### config.mk
export PLATFORM = sky130hd
export DESIGN_NAME = pc_sequencer_flat
export DESIGN_NICKNAME = d
export VERILOG_FILES = /design/src/rtl/pc_sequencer_if.sv /design/src/rtl/pc_sequencer.sv /design/src/flat_wrapper.sv
export SDC_FILE = /design/constraint.sdc
export NUM_CORES = 1
export LEC_CHECK = 0
export BUFFER_PORTS_ARGS = -buffer_cell sky130_fd_sc_hd__buf_4
export CELL_PAD_IN_SITES_DETAIL_PLACEMENT = 1
export CELL_PAD_IN_SITES_GLOBAL_PLACEMENT = 2
export CORE_MARGIN = 5
export CORE_UTILIZATION = 35
export DETAILED_ROUTE_END_ITERATION = 12
export MAX_ROUTING_LAYER = met4
export PLACE_DENSITY_LB_ADDON = 0.1
export SLEW_MARGIN = 0
export SYNTH_ARGS = -nofsm -noshare
export SYNTH_HDL_FRONTEND = slang
export SYNTH_SLANG_ARGS = --single-unit
### constraint.sdc
create_clock -name clk -period 4.1 [get_ports clk]
set_input_delay 0.82 -clock clk [delete_from_list [all_inputs] [get_ports clk]]
set_output_delay 0.82 -clock clk [all_outputs]
set_load 0.1 [all_outputs]
### src/rtl/pc_sequencer_if.sv
// pc_sequencer_if: fetch-side bus tying the PC sequencer to instruction memory,
// the branch unit (redirects) and decode.
interface pc_sequencer_if;
   logic        stall;
   logic        redirect_valid;
   logic [31:0] redirect_target;
   logic        imem_req;
   logic [31:0] imem_addr;
   logic        imem_gnt;
   logic        imem_rvalid;
   logic [31:0] imem_rdata;
   logic        if_valid;
   logic        if_ready;
   logic [31:0] if_pc;
   logic [31:0] if_instr;
   modport master (
      input  stall, redirect_valid, redirect_target, imem_gnt, imem_rvalid, imem_rdata, if_ready,
      output imem_req, imem_addr, if_valid, if_pc, if_instr
   );
   modport slave (
      output stall, redirect_valid, redirect_target, imem_gnt, imem_rvalid, imem_rdata, if_ready,
      input  imem_req, imem_addr, if_valid, if_pc, if_instr
   );
endinterface

### src/rtl/pc_sequencer.sv
// pc_sequencer: single-outstanding instruction fetch sequencer with redirect/kill handling.
// Optional PC_SEQ_ALIGN_CHECK_EN adds a sticky misalign_err output for misaligned redirect targets.
module pc_sequencer #(
   parameter logic [31:0] RESET_PC = 32'h0000_0000
) (
   input  logic           clk,
   input  logic           rst_n,
`ifdef PC_SEQ_ALIGN_CHECK_EN
   output logic           misalign_err,
`endif
   pc_sequencer_if.master bus
);
   localparam logic [1:0] S_IDLE = 2'd0;
   localparam logic [1:0] S_REQ  = 2'd1;
   localparam logic [1:0] S_WAIT = 2'd2;
   localparam logic [1:0] S_HOLD = 2'd3;
   logic [1:0]  state_q, state_d;
   logic [31:0] fetch_pc_q, fetch_pc_d;
   logic [31:0] pending_pc_q, pending_pc_d;
   logic [31:0] if_pc_q, if_pc_d;
   logic [31:0] if_instr_q, if_instr_d;
   logic        kill_q, kill_d;
   logic        redir;
   logic [31:0] target;
   assign redir  = bus.redirect_valid;
   assign target = bus.redirect_target & ~32'd3;
   always_comb begin
      state_d      = state_q;
      fetch_pc_d   = fetch_pc_q;
      pending_pc_d = pending_pc_q;
      if_pc_d      = if_pc_q;
      if_instr_d   = if_instr_q;
      kill_d       = kill_q;
      case (state_q)
         S_IDLE: begin
            state_d    = bus.stall ? S_IDLE : S_REQ;
            fetch_pc_d = redir ? target : fetch_pc_q;
         end
         S_REQ: begin
            state_d      = bus.imem_gnt ? S_WAIT : S_REQ;
            kill_d       = kill_q | redir;
            pending_pc_d = redir ? target : pending_pc_q;
         end
         S_WAIT: begin
            if (bus.imem_rvalid) begin
               // A response for a killed or redirected fetch is dropped and fetch restarts from idle
               kill_d  = 1'b0;
               state_d = S_IDLE;
               if (redir) begin
                  fetch_pc_d = target;
               end else if (kill_q) begin
                  fetch_pc_d = pending_pc_q;
               end else begin
                  if_instr_d = bus.imem_rdata;
                  if_pc_d    = fetch_pc_q;
                  fetch_pc_d = fetch_pc_q + 32'd4;
                  state_d    = S_HOLD;
               end
            end else begin
               kill_d       = kill_q | redir;
               pending_pc_d = redir ? target : pending_pc_q;
            end
         end
         default: begin
            if (redir) begin
               fetch_pc_d = target;
               state_d    = S_IDLE;
            end else if (bus.if_ready) begin
               state_d = bus.stall ? S_IDLE : S_REQ;
            end
         end
      endcase
   end
   always_ff @(posedge clk or negedge rst_n) begin
      if (!rst_n) begin
         state_q      <= S_IDLE;
         fetch_pc_q   <= RESET_PC;
         pending_pc_q <= 32'd0;
         if_pc_q      <= 32'd0;
         if_instr_q   <= 32'd0;
         kill_q       <= 1'b0;
      end else begin
         state_q      <= state_d;
         fetch_pc_q   <= fetch_pc_d;
         pending_pc_q <= pending_pc_d;
         if_pc_q      <= if_pc_d;
         if_instr_q   <= if_instr_d;
         kill_q       <= kill_d;
      end
   end
   assign bus.imem_req  = (state_q == S_REQ);
   assign bus.imem_addr = fetch_pc_q;
   assign bus.if_valid  = (state_q == S_HOLD);
   assign bus.if_pc     = if_pc_q;
   assign bus.if_instr  = if_instr_q;
`ifdef PC_SEQ_ALIGN_CHECK_EN
   logic misalign_q;
   always_ff @(posedge clk or negedge rst_n) begin
      if (!rst_n) misalign_q <= 1'b0;
      else        misalign_q <= misalign_q | (redir & (|bus.redirect_target[1:0]));
   end
   assign misalign_err = misalign_q;
`endif
endmodule

### src/flat_wrapper.sv
// flat-port wrapper written by rule: the top's interface ports become plain ports
module pc_sequencer_flat 
#(
   parameter logic [31:0] RESET_PC = 32'h0000_0000
)
  (clk, rst_n, bus_stall, bus_redirect_valid, bus_redirect_target, bus_imem_gnt, bus_imem_rvalid, bus_imem_rdata, bus_if_ready, bus_imem_req, bus_imem_addr, bus_if_valid, bus_if_pc, bus_if_instr);
  pc_sequencer_if bus_i ();
  input  logic clk;
  input  logic rst_n;
  input wire logic [$bits(bus_i.stall)-1:0] bus_stall;
  input wire logic [$bits(bus_i.redirect_valid)-1:0] bus_redirect_valid;
  input wire logic [$bits(bus_i.redirect_target)-1:0] bus_redirect_target;
  input wire logic [$bits(bus_i.imem_gnt)-1:0] bus_imem_gnt;
  input wire logic [$bits(bus_i.imem_rvalid)-1:0] bus_imem_rvalid;
  input wire logic [$bits(bus_i.imem_rdata)-1:0] bus_imem_rdata;
  input wire logic [$bits(bus_i.if_ready)-1:0] bus_if_ready;
  output wire logic [$bits(bus_i.imem_req)-1:0] bus_imem_req;
  output wire logic [$bits(bus_i.imem_addr)-1:0] bus_imem_addr;
  output wire logic [$bits(bus_i.if_valid)-1:0] bus_if_valid;
  output wire logic [$bits(bus_i.if_pc)-1:0] bus_if_pc;
  output wire logic [$bits(bus_i.if_instr)-1:0] bus_if_instr;
  assign bus_i.stall = bus_stall;
  assign bus_i.redirect_valid = bus_redirect_valid;
  assign bus_i.redirect_target = bus_redirect_target;
  assign bus_i.imem_gnt = bus_imem_gnt;
  assign bus_i.imem_rvalid = bus_imem_rvalid;
  assign bus_i.imem_rdata = bus_imem_rdata;
  assign bus_i.if_ready = bus_if_ready;
  assign bus_imem_req = bus_i.imem_req;
  assign bus_imem_addr = bus_i.imem_addr;
  assign bus_if_valid = bus_i.if_valid;
  assign bus_if_pc = bus_i.if_pc;
  assign bus_if_instr = bus_i.if_instr;
  pc_sequencer #(.RESET_PC(RESET_PC)) u_core (.clk(clk), .rst_n(rst_n), .bus(bus_i));
endmodule
==> reports/qor.yml <==
syn_area_per_cell_sq_um: 11.33
final_cell_mix: "171 x buf_4, 125 x dfrtp_1, 93 x mux2_2, 42 x nand2_1, 35 x a21oi_1"
antenna_cells: 0
antenna_found_initial: 0
holdWs_ns: 0.4631
mostFrequentLayoutCell: "buf_4"
cts_root_buf: "clkbuf_16"
synthArstFlopShare: 1.000
ys_seq_elements: 125
crit_arrival_ns: 3.02
post_dp_cell_area_sq_um: 7402
start_kind: "register"
worstSetupEndpointType: "register"
synthFlopType: "dfrtp_1"
finalSetupTns_ns: 0
synth_area_leader_cell: "dfrtp_1"
cap_violations: 0
cts_resized: 0
crit_top_cell: "or4_1"
rows: 47
synth_area_leaders: "dfrtp_1 52%, mux2_2 18%, a21oi_1 3.0%, nand2_1 2.6%, nand3_1 1.9%"
synth-edff-count: 0
grt_first_pass_wirelength_microns: 28620
yosysSeqAreaShare: 0.5249
ys_types: 52
fillers: 1820
dp_cells: 884
coreArea_sq_um: 16640
required_ns: 4.39
dp_hpwl_microns: 12490
slew_viol_final: 0
postLayoutCellArea_sq_um: 7938
worst-path-max-fanout: 7
final_layout_size_suffix_gt1_frac: 0.4345
ctsHoldBuffers: 0
max_stage_delay_ns: 0.74
slew_headroom: 0.3565
hold_viol_final: 0
ys_warn_count: 0
r2r_cells: 6
dr.pass1.iters: 5
critPathKind: "reg2reg"
worstMarginPinSlew_ns: 0.9652
clk_latency_ns: 0.41
start_util: 0.3581
cts_setup_buffers: 0
fin_nets: 759
drc_errors: 0
die_h_microns: 140.5
syn_area_sq_um: 5959
fp.dieW_microns: 140.5
post_drt_wl_per_cell_microns: 19.62
ctsLongestPathBuffers: 2
drt_iter0_markers: 238
grt_max_degree: 83
wl_microns: 17950
ios: 169
place.gp.congestion: 0.7791
cts.clk_slew.worst_paths_ns: 0.05
min_path_type: "in2async"
ant_nets: 0
grt_remaining_overflow: 0
finalClockSkew_ns: 0.005211
status: "complete, no violations"
crit_chain: "ha_1, nand4_1, or4_1, or4_1, a221oi_2, nor3_1"
setup_violations: 0
grt_util_all_layers: 0.1890
die_area_sq_um: 19740
vias_per_cell: 5.184
rsz0062_at_grt: "false"
finalNonFillerCells: 915
min_period_ns: 2.729
timing.final.crit_share: 0.6656
max_freq_mhz: 366.4
synth_top_area_share: 0.5249
crit_path_top_delay_cell: "or4_1"
cts_tree: "done"
cts.sinks: 125
port_buffers: 162
syn_inst: 526
grt_pass1_vias: 5080
vias: 4743
numCtsBuffers: 17
htree_levels: 4
area_growth_pct: 33.19
[cell usage after synthesis, drive strengths merged, types with 4 or more instances]
master and count:
a211o 4, a21oi 36, a31oi 6, and3 11, and4 4, buf 15
clkbuf 23, dfrtp 125, ha 5, inv 7, mux2 93, mux2i 7
nand2 42, nand2b 4, nand3 23, nand4 9, nor2 20, nor3 5
o211ai 7, o21ai 21, o221ai 4, o22ai 5, or4 5, xnor2 5
xor2 10
[routing by layer]
metal,routed length (microns),global-route usage,up-vias
li1,-,-,2222
met1,7767,0.2328,2404
met2,9270,0.3150,105
met3,738,0.04738,12
met4,177,0.04233,0
met5,0,-,-
[critical path: cells and delay by family, from the launching register on]
family,cells,cell delay (ns)
AO/OA/AOI/OAI,1,0.26
adder cells (fa/ha/maj),1,0.28
flip-flops,1,0.44
AND/OR/NAND/NOR,4,1.63
[registers in the layout, indices dropped and copies added, names as in the netlist]
| name | count |
|---|---|
| u_core.bus.if_instr | 32 |
| u_core.bus.if_pc | 30 |
| u_core.bus.imem_addr | 30 |
| u_core.pending_pc_q | 30 |
| u_core.state_q | 2 |
| u_core.kill_q | 1 |
[final timing paths]
kind	startpoint	endpoint	slack, ns
setup / recovery	u_core.bus.imem_addr[2]	u_core.bus.imem_addr[26]	1.37
hold / removal	rst_n	u_core.state_q[0]	0.46
setup reg to reg	u_core.bus.imem_addr[2]	u_core.bus.imem_addr[26]	1.37
hold reg to reg	u_core.pending_pc_q[30]	u_core.pending_pc_q[30]	0.50
max in group asynchronous	rst_n	u_core.bus.if_instr[7]	2.74
min in group clk	u_core.pending_pc_q[30]	u_core.pending_pc_q[30]	0.50
[logic make-up (layout without fill, tap and decap cells)]
family	count (synthesis)	count (layout)	synth area share
XOR/XNOR	15	15	0.02204
buffers and inverters	45	211	0.03254
AO/OA/AOI/OAI	98	98	0.1022
adder cells (fa/ha/maj)	5	5	0.01050
other	1	4	0.0006293
flip-flops	125	125	0.5249
multiplexers	100	100	0.1875
AND/OR/NAND/NOR	137	137	0.1197
[per-stage QoR]
step,worst slack [ns],util
floorplan,1.065,-
global placement,1.435,0.4448
detailed placement,1.376,0.4448
CTS,1.370,0.4770
global route,1.208,0.4770
finish,1.371,0.4770
[layout make-up]
type / count / area, sq um / area share
tap: 220 / 275.3 / 0.03468
sequential: 125 / 3128 / 0.3941
clock buffer: 23 / 467.9 / 0.05895
timing repair buffer: 173 / 1315 / 0.1657
multi-input combinational: 359 / 2658 / 0.3348
inverter: 7 / 26.28 / 0.003310
clock inverter: 8 / 67.56 / 0.008512
Power is left out: the tool's default activity adds up to more than one toggle a clock period on the data nets, which glitch-free logic cannot reach.
